### src/rtl/data_cache.sv
// data_cache: direct-mapped, write-back, write-allocate data cache.
// Geometry: 8 lines x 4 words x 32 bits. Word address layout is
// [1:0] word offset, [4:2] line index, [29:5] tag.
//
// Ports
//   clk, rst_n           clock, async active-low reset
//   proc_read/proc_write pipeline load/store request (write wins if both)
//   proc_addr[29:0]      word address
//   proc_wdata[31:0]     store data
//   proc_stall           request cannot complete this cycle
//   proc_rdata[31:0]     load data (valid on read hit in IDLE)
//   mem_read/mem_write   line fetch / write-back request (never both)
//   mem_addr[27:0]       line address {tag,index}
//   mem_wdata[127:0]     victim line, word 0 in [31:0]
//   mem_rdata[127:0]     fetched line, word 0 in [31:0]
//   mem_ready            one-cycle completion pulse for the memory request
//
// state     | meaning
// IDLE      | serve hits; on a miss pick WRITEBACK (dirty victim) or ALLOCATE
// WRITEBACK | mem_write asserted with victim line until mem_ready
// ALLOCATE  | mem_read asserted for the requested line until mem_ready
module data_cache (
    input  logic         clk,
    input  logic         rst_n,
    input  logic         proc_read,
    input  logic         proc_write,
    input  logic [29:0]  proc_addr,
    input  logic [31:0]  proc_wdata,
    output logic         proc_stall,
    output logic [31:0]  proc_rdata,
    output logic         mem_read,
    output logic         mem_write,
    output logic [27:0]  mem_addr,
    output logic [127:0] mem_wdata,
    input  logic [127:0] mem_rdata,
    input  logic         mem_ready
);

    typedef enum logic [1:0] {
        IDLE      = 2'd0,
        WRITEBACK = 2'd1,
        ALLOCATE  = 2'd2
    } state_t;

    state_t       state_q;
    logic [7:0]   valid_q;
    logic [7:0]   dirty_q;
    logic [24:0]  tag_q  [8];
    logic [127:0] data_q [8];
    logic         mem_read_q;
    logic         mem_write_q;

    logic [2:0]   idx;
    logic [1:0]   woff;
    logic [24:0]  req_tag;
    logic         hit;
    logic         req;

    assign idx     = proc_addr[4:2];
    assign woff    = proc_addr[1:0];
    assign req_tag = proc_addr[29:5];
    assign hit     = valid_q[idx] && (tag_q[idx] == req_tag);
    assign req     = proc_read || proc_write;

    assign proc_stall = (state_q != IDLE) || (req && !hit);
    assign proc_rdata = data_q[idx][{woff, 5'd0} +: 32];

    assign mem_read  = mem_read_q;
    assign mem_write = mem_write_q;
    // Outside WRITEBACK the only meaningful address is the refill target.
    assign mem_addr  = (state_q == WRITEBACK) ? {tag_q[idx], idx} : proc_addr[29:2];
    assign mem_wdata = data_q[idx];

    always_ff @(posedge clk or negedge rst_n) begin
        if (!rst_n) begin
            state_q     <= IDLE;
            valid_q     <= '0;
            dirty_q     <= '0;
            mem_read_q  <= 1'b0;
            mem_write_q <= 1'b0;
        end else begin
            case (state_q)
                IDLE: begin
                    if (req && !hit) begin
                        if (valid_q[idx] && dirty_q[idx]) begin
                            state_q     <= WRITEBACK;
                            mem_write_q <= 1'b1;
                        end else begin
                            state_q    <= ALLOCATE;
                            mem_read_q <= 1'b1;
                        end
                    end else if (proc_write && hit) begin
                        dirty_q[idx] <= 1'b1;
                    end
                end
                WRITEBACK: begin
                    if (mem_ready) begin
                        state_q     <= ALLOCATE;
                        mem_write_q <= 1'b0;
                        mem_read_q  <= 1'b1;
                    end
                end
                ALLOCATE: begin
                    if (mem_ready) begin
                        state_q      <= IDLE;
                        mem_read_q   <= 1'b0;
                        valid_q[idx] <= 1'b1;
                        dirty_q[idx] <= 1'b0;
                    end
                end
                default: begin
                    state_q     <= IDLE;
                    mem_read_q  <= 1'b0;
                    mem_write_q <= 1'b0;
                end
            endcase
        end
    end

    // Tag and data arrays carry no reset; valid_q guards their contents.
    // During reset state_q is IDLE and valid_q is clear, so nothing is written.
    always_ff @(posedge clk) begin
        if (state_q == ALLOCATE && mem_ready) begin
            data_q[idx] <= mem_rdata;
            tag_q[idx]  <= req_tag;
        end else if (state_q == IDLE && proc_write && hit) begin
            data_q[idx][{woff, 5'd0} +: 32] <= proc_wdata;
        end
    end

endmodule
### config.mk
export PLATFORM = sky130hd
export DESIGN_NAME = data_cache
export DESIGN_NICKNAME = d
export VERILOG_FILES = /design/src/rtl/data_cache.sv
export SDC_FILE = /design/constraint.sdc
export NUM_CORES = 1
export LEC_CHECK = 0
export BUFFER_PORTS_ARGS = -buffer_cell sky130_fd_sc_hd__buf_2
export CORE_ASPECT_RATIO = 1.2
export CORE_MARGIN = 4
export CORE_UTILIZATION = 32
export CTS_BUF_LIST = sky130_fd_sc_hd__clkbuf_2
export DETAILED_ROUTE_END_ITERATION = 10
export SYNTH_ARGS = -nofsm -noshare
export SYNTH_HDL_FRONTEND = slang
export SYNTH_SLANG_ARGS = --single-unit
### constraint.sdc
create_clock -name clk -period 6.9 [get_ports clk]
set_clock_uncertainty 0.1 [all_clocks]
set_input_delay 2.07 -clock clk [delete_from_list [all_inputs] [get_ports clk]]
set_output_delay 2.07 -clock clk [all_outputs]
set_load 0.01 [all_outputs]
==> results of run 1 <==
sequential cells by signal (all words and copies together), names as in the netlist, named ones only:
signal and count:
data_q 1024, tag_q 200, valid_q 8, state_q 2, mem_read 1, mem_write 1
cells in the final DEF, fill, tap and decap left out, types with 106 or more instances in the layout:
cell type  count
a221oi_1     106
a22oi_1      260
buf_2        382
buf_4        248
clkbuf_2     464
edfxtp_1    1224
inv_1        132
mux2i_1      219
nand2_1      200
critical path: stages:
cell and delay [ns]:
buf_6 0.25, buf_4 0.21, nor2b_4 0.34, a221o_1 0.21, o2bb2a_1 0.24, xor2_1 0.28, nor4b_1 0.29, and4_1 0.33
o21ai_1 0.17, buf_2 0.21
synthesized netlist by cell type, drive strengths merged (32+ instances only):
master / instances / area share, %
nand4: 35 / 0.44
nand2: 201 / 1.5
inv: 134 / 1.0
a221oi: 106 / 1.9
nand3: 70 / 0.71
a21oi: 36 / 0.36
o21a: 32 / 0.48
edfxtp: 1224 / 74
o21ai: 73 / 0.80
nor2: 52 / 0.40
mux4: 66 / 3.0
a22oi: 260 / 3.9
clkbuf: 136 / 1.0
a22o: 70 / 1.2
mux2i: 221 / 4.5
buf: 63 / 0.90
layout make-up:
class                           instances  share of cell area, %
Clock inverter                         76                 0.5445
Multi-Input combinational cell       1373                  18.68
Timing Repair Buffer                  698                  8.651
Inverter                              135                 0.8581
Antenna cell                            9                0.03814
Tap cell                             1987                  4.210
Sequential cell                      1244                  63.09
Clock buffer                          464                  3.933
cells by family after synthesis:
| kind of cell | Yosys count | share of synthesized area (%) |
|---|---|---|
| multiplexers | 309 | 8.001 |
| flip-flops | 1244 | 75.15 |
| AND/OR/NAND/NOR | 420 | 3.907 |
| AO/OA/AOI/OAI | 624 | 9.553 |
| buffers and inverters | 334 | 2.953 |
| adder cells (fa/ha/maj) | 5 | 0.1262 |
| XOR/XNOR | 15 | 0.3104 |
how the worst min path moves through the flow:
stage	end	slack, ns	start
after floorplan	valid_q[2]	0.33	valid_q[2]
after global placement	valid_q[6]	0.35	valid_q[6]
after detailed placement	valid_q[0]	0.35	valid_q[0]
after CTS	async pin	0.19	rst_n
after global routing	valid_q[5]	0.27	rst_n
final	async pin	0.37	rst_n
power breakdown:
group	internal, uW	switching [uW]	total (uW)
sequential	8430	31.4	8460
clock	1820	2900	4720
combinational	540	1030	1570
total	10800	3960	14700
metal layers:
metal  up-vias  track usage [%]  share of wire (%)
li1      13660                -                  -
met1     16390            27.05                 39
met2      1953            31.92                 46
met3       295            5.196                9.9
met4         4            9.608                4.6
met5         -                0              0.016
stage by stage:
| step | util, % | setup TNS, ns | setup WS (ns) |
|---|---|---|---|
| finish | 38.54 | 0 | 0.1046 |
| global route | 38.53 | -0.0002198 | -0.0002198 |
| CTS | 38.51 | 0 | 0.04181 |
| detailed placement | 36.77 | -0.2579 | -0.2579 |
| global placement | 36.77 | -0.2282 | -0.2282 |
| floorplan | - | 0 | 0.1639 |
timing repair:
item,4_1_cts,5_1_grt
gates resized for setup,4,5
pin swaps,1,1
endpoints found under the hold margin,0,0
buffers inserted,1,0
endpoints found under the setup margin,1,1
==> results.cfg, run 1 <==
[status]
status = finished clean

[power]
ir_worst_vdd_mv = 0.1780
p_leak_uw = 0.02086
p_per_area_nw_per_um2 = 249.7
power_uw = 14750

[synthesis]
synthArstFlopShare_pct = 1.608
synth-edff-count = 1224
synth_seq_cells = 1244
synth_flop_cell = edfxtp_1
syn_avg_cell_area_um2 = 16.80
synth-seq-area-share_pct = 75.15
ys.warnings.count = 0
synth_nets = 3151
syn_inst = 2951
syn_area_um2 = 49580
yosysUniqueCellTypes = 60

[grt]
track_usage_pct = 20.53
grt_max_degree = 58
overflow = 0
grt_pass1_wl_um = 237000
antenna_found_initial = 15
grt_pass1_vias = 32020

[critical_path]
r2r_end = data_q[2][23]
cp-end-kind = output port
r2r_setup_slack_ns = 2.38
critPathRequiredTime_ns = 4.73
rr_worst_depth = 11
critPathKind = in2out
cp-endpoint = proc_stall
cp_data_arrival_time_ns = 4.63
cp_max_fo = 23
crit_start = proc_addr[3]
worstReg2RegStart = tag_q[5][24]
start_kind = primary input

[cts]
insertion_delay_ns = 1.58
cts-root-buf = clkbuf_2
postCtsHoldBufs = 0
cts_buffers = 328
ctsLongestPathBuffers = 4
cts.clk_slew.worst_paths_ns = 0.08
cts_tree = done
cts_num_sinks = 1244
cts_max_level = 5

[detailed_routing]
via_count = 32290
route.detailed.drc = 0
drtIter0Drc = 3694
antenna_violating_nets_post_route = 0
totalWireLength_um = 170100
via_per_inst = 5.395
first_pass_iters = 8
wire_per_inst_um = 28.41

[floorplanning]
core_area_um2 = 153200
io_pins = 386
start_util_pct = 32.36
rows = 157
dieWidth_um = 367.3
die-height_um = 439.2
die_area_um2 = 161300

[placement]
postPlaceCellArea_um2 = 56340
port_buffers = 385
placed_cells = 5436
hpwl_um = 115200
gp_congestion = 0.8720

[sta]
min_period_over_period_pct = 98.48
slew_headroom_pct = 29.39
fmax_mhz = 147.2
slew_viol_final = 0
hold_violations = 0
setup_viol = 0
tightestPinTransition_ns = 1.059
hold-worst-slack_ns = 0.3731
layout_min_cycle_time_ns = 6.795

[cells_and_area]
stdcell_count = 5986
final_area_um2 = 59050
drive_above_1_share_pct = 33.88
seq_area_um2 = 37260
fillers = 14500
area_delta_synth_final_pct = 19.12
multi_input_area_um2 = 11030
nets = 3980

[hold_path]
hp-class = in2async

[run]
max_cap_violations = 0
(Power assumes the default switching activity.)
==> run 2, diff against run 1 <==
--- a/config.mk
+++ b/config.mk
@@ -6,11 +6,14 @@
 export NUM_CORES = 1
 export LEC_CHECK = 0
 export BUFFER_PORTS_ARGS = -buffer_cell sky130_fd_sc_hd__buf_2
+export CELL_PAD_IN_SITES_DETAIL_PLACEMENT = 2
+export CELL_PAD_IN_SITES_GLOBAL_PLACEMENT = 2
 export CORE_ASPECT_RATIO = 1.2
 export CORE_MARGIN = 4
 export CORE_UTILIZATION = 32
 export CTS_BUF_LIST = sky130_fd_sc_hd__clkbuf_2
 export DETAILED_ROUTE_END_ITERATION = 10
+export PLACE_DENSITY_LB_ADDON = 0.1
 export SYNTH_ARGS = -nofsm -noshare
 export SYNTH_HDL_FRONTEND = slang
 export SYNTH_SLANG_ARGS = --single-unit
==> results.cfg, run 2 (same netlist as run 1, synthesis figures left out) <==
[status]
status = finished clean

[sta]
hold_violations = 0
slew_viol_final = 0
tightestPinTransition_ns = 1.207
min_period_over_period_pct = 98.82
slew_headroom_pct = 19.46
fmax_mhz = 146.7
layout_min_cycle_time_ns = 6.819
fin_setup_tns_ns = 0
setup_viol = 0

[critical_path]
worstReg2RegStart = tag_q[1][10]
cp_max_fo = 18
critPathRequiredTime_ns = 4.73
critPathKind = in2out
r2r_setup_slack_ns = 2.53
rr_worst_depth = 11
cp-end-kind = output port
start_kind = primary input
cp_data_arrival_time_ns = 4.65
r2r_end = data_q[6][29]

[detailed_routing]
antenna_violating_nets_post_route = 0
route.detailed.drc = 0
wire_per_inst_um = 33.85
drtIter0Drc = 3117
via_count = 33740
first_pass_iters = 8
totalWireLength_um = 207100
via_per_inst = 5.515

[placement]
postPlaceCellArea_um2 = 57420
port_buffers = 385
gp_congestion = 0.8149
hpwl_um = 137700
placed_cells = 5555

[floorplanning]
rows = 157
die-height_um = 439.2
die_area_um2 = 161300
core_area_um2 = 153200
dieWidth_um = 367.3
io_pins = 386
start_util_pct = 32.36

[power]
power.switching_uw = 4207
seq_power_share_pct = 55.9
ir_worst_vdd_mv = 0.1773
pwr-share-comb_pct = 11.1
p_leak_uw = 0.02160
p_per_area_nw_per_um2 = 251.2
clockPowerShare_pct = 32.9
sw_frac_of_total_pct = 27.77
internal_power_uw = 10940

[cells_and_area]
area_delta_synth_final_pct = 21.60
drive_above_1_share_pct = 36.10
largest_register_ff_count = 1024
top_register = data_q
nets = 4119
final_area_um2 = 60280
reg_top3 = data_q: 1024 flops, tag_q: 200 flops, valid_q: 8 flops
stdcell_count = 6118
final_common_cell = edfxtp_1
final_cell_mix = edfxtp_1, clkbuf_2, buf_2

[grt]
antenna_found_initial = 13
grt_max_degree = 41
grt_pass1_wl_um = 286300
track_usage_pct = 25.31
overflow = 0
grt_pass1_vias = 36880

[cts]
postCtsHoldBufs = 0
cts_buffers = 338
cts_max_level = 5
cts_tree = done
cts.clk_slew.worst_paths_ns = 0.10
cts_num_sinks = 1244
cts-root-buf = clkbuf_2
ctsLongestPathBuffers = 4
insertion_delay_ns = 1.67

[hold_path]
hp-class = in2async

[run]
max_cap_violations = 0
[run 2: changes by cell type in the layout (fill, tap and decap cells not counted), sizes merged]
cell    before  now
clkinv      70   71
clkbuf     464  466
inv        140  138
bufinv       1    3
buf        698  827
[run 2: per-layer routing]
metal | routed length (um) | part of all wire, % | global-route usage, % | up-vias
met5 | 35 | 0.017 | 0 | -
met4 | 8762 | 4.2 | 11.03 | 6
met3 | 14230 | 6.9 | 5.587 | 313
met2 | 100000 | 48 | 41.66 | 1484
met1 | 84030 | 41 | 32.21 | 18000
li1 | - | - | - | 13940
[run 2: area by class of cell]
class / count / area [um^2]
sequential: 1244 / 37260
fill: 15270 / 92940
timing repair buffer: 827 / 6252
clock inverter: 77 / 377.9
clock buffer: 466 / 2332
multi-input combinational: 1373 / 11050
tap: 1987 / 2486
antenna: 9 / 22.52
inverter: 135 / 508.0
[run 2: worst max path at each step]
stage                       from        endpoint  slack (ns)  depth (start not counted)
global placement    proc_addr[2]  proc_rdata[16]       -0.19                          9
finish              proc_addr[2]  proc_rdata[15]        0.08                         12
CTS                 proc_addr[2]   proc_rdata[5]       0.007                         10
detailed placement  proc_addr[2]  proc_rdata[16]       -0.28                          9
floorplan           proc_addr[4]  proc_rdata[17]        0.16                         11
global route        proc_addr[3]      proc_stall      -0.008                         10
[run 2: repair_timing]
item / in CTS / in global routing
gates resized for setup: 5 / 7
pin swaps: 3 / 5
buffers inserted: 9 / 2
gates cloned: 0 / 0
setup endpoints to repair: 15 / 16
[run 2: worst max-delay path, cell delays in order]
cell	delay (ns)
buf_6	0.17
buf_4	0.18
buf_12	0.14
nand2b_1	0.14
nor2_4	0.06
buf_12	0.15
a22o_1	0.23
a221oi_1	0.25
nand3_2	0.26
buf_4	0.21
mux4_2	0.56
buf_2	0.19
[run 2: power groups by stage]
stage	Combinational [uW]	Sequential, uW	Clock (uW)
after floorplan	645	8630	0
after global placement	1660	8630	0
after detailed placement	1690	8640	0
after CTS	1700	8470	5170
after global routing	1780	8480	5610
final	1690	8470	4990
[run 2: through the flow]
| stage | hold slack, ns | utilization (%) | setup slack [ns] | total power (uW) |
|---|---|---|---|---|
| 3_5_place_dp | 0.3573 | 37.47 | -0.2767 | 10330 |
| 4_1_cts | 0.04638 | 39.30 | 0.006669 | 15340 |
| 2_1_floorplan | 0.3337 | - | 0.1639 | 9272 |
| 3_3_place_gp | 0.3471 | 37.47 | -0.1948 | 10290 |
| 6_report | 0.3476 | 39.34 | 0.08135 | 15150 |
| 5_1_grt | 0.1190 | 39.34 | -0.007548 | 15880 |
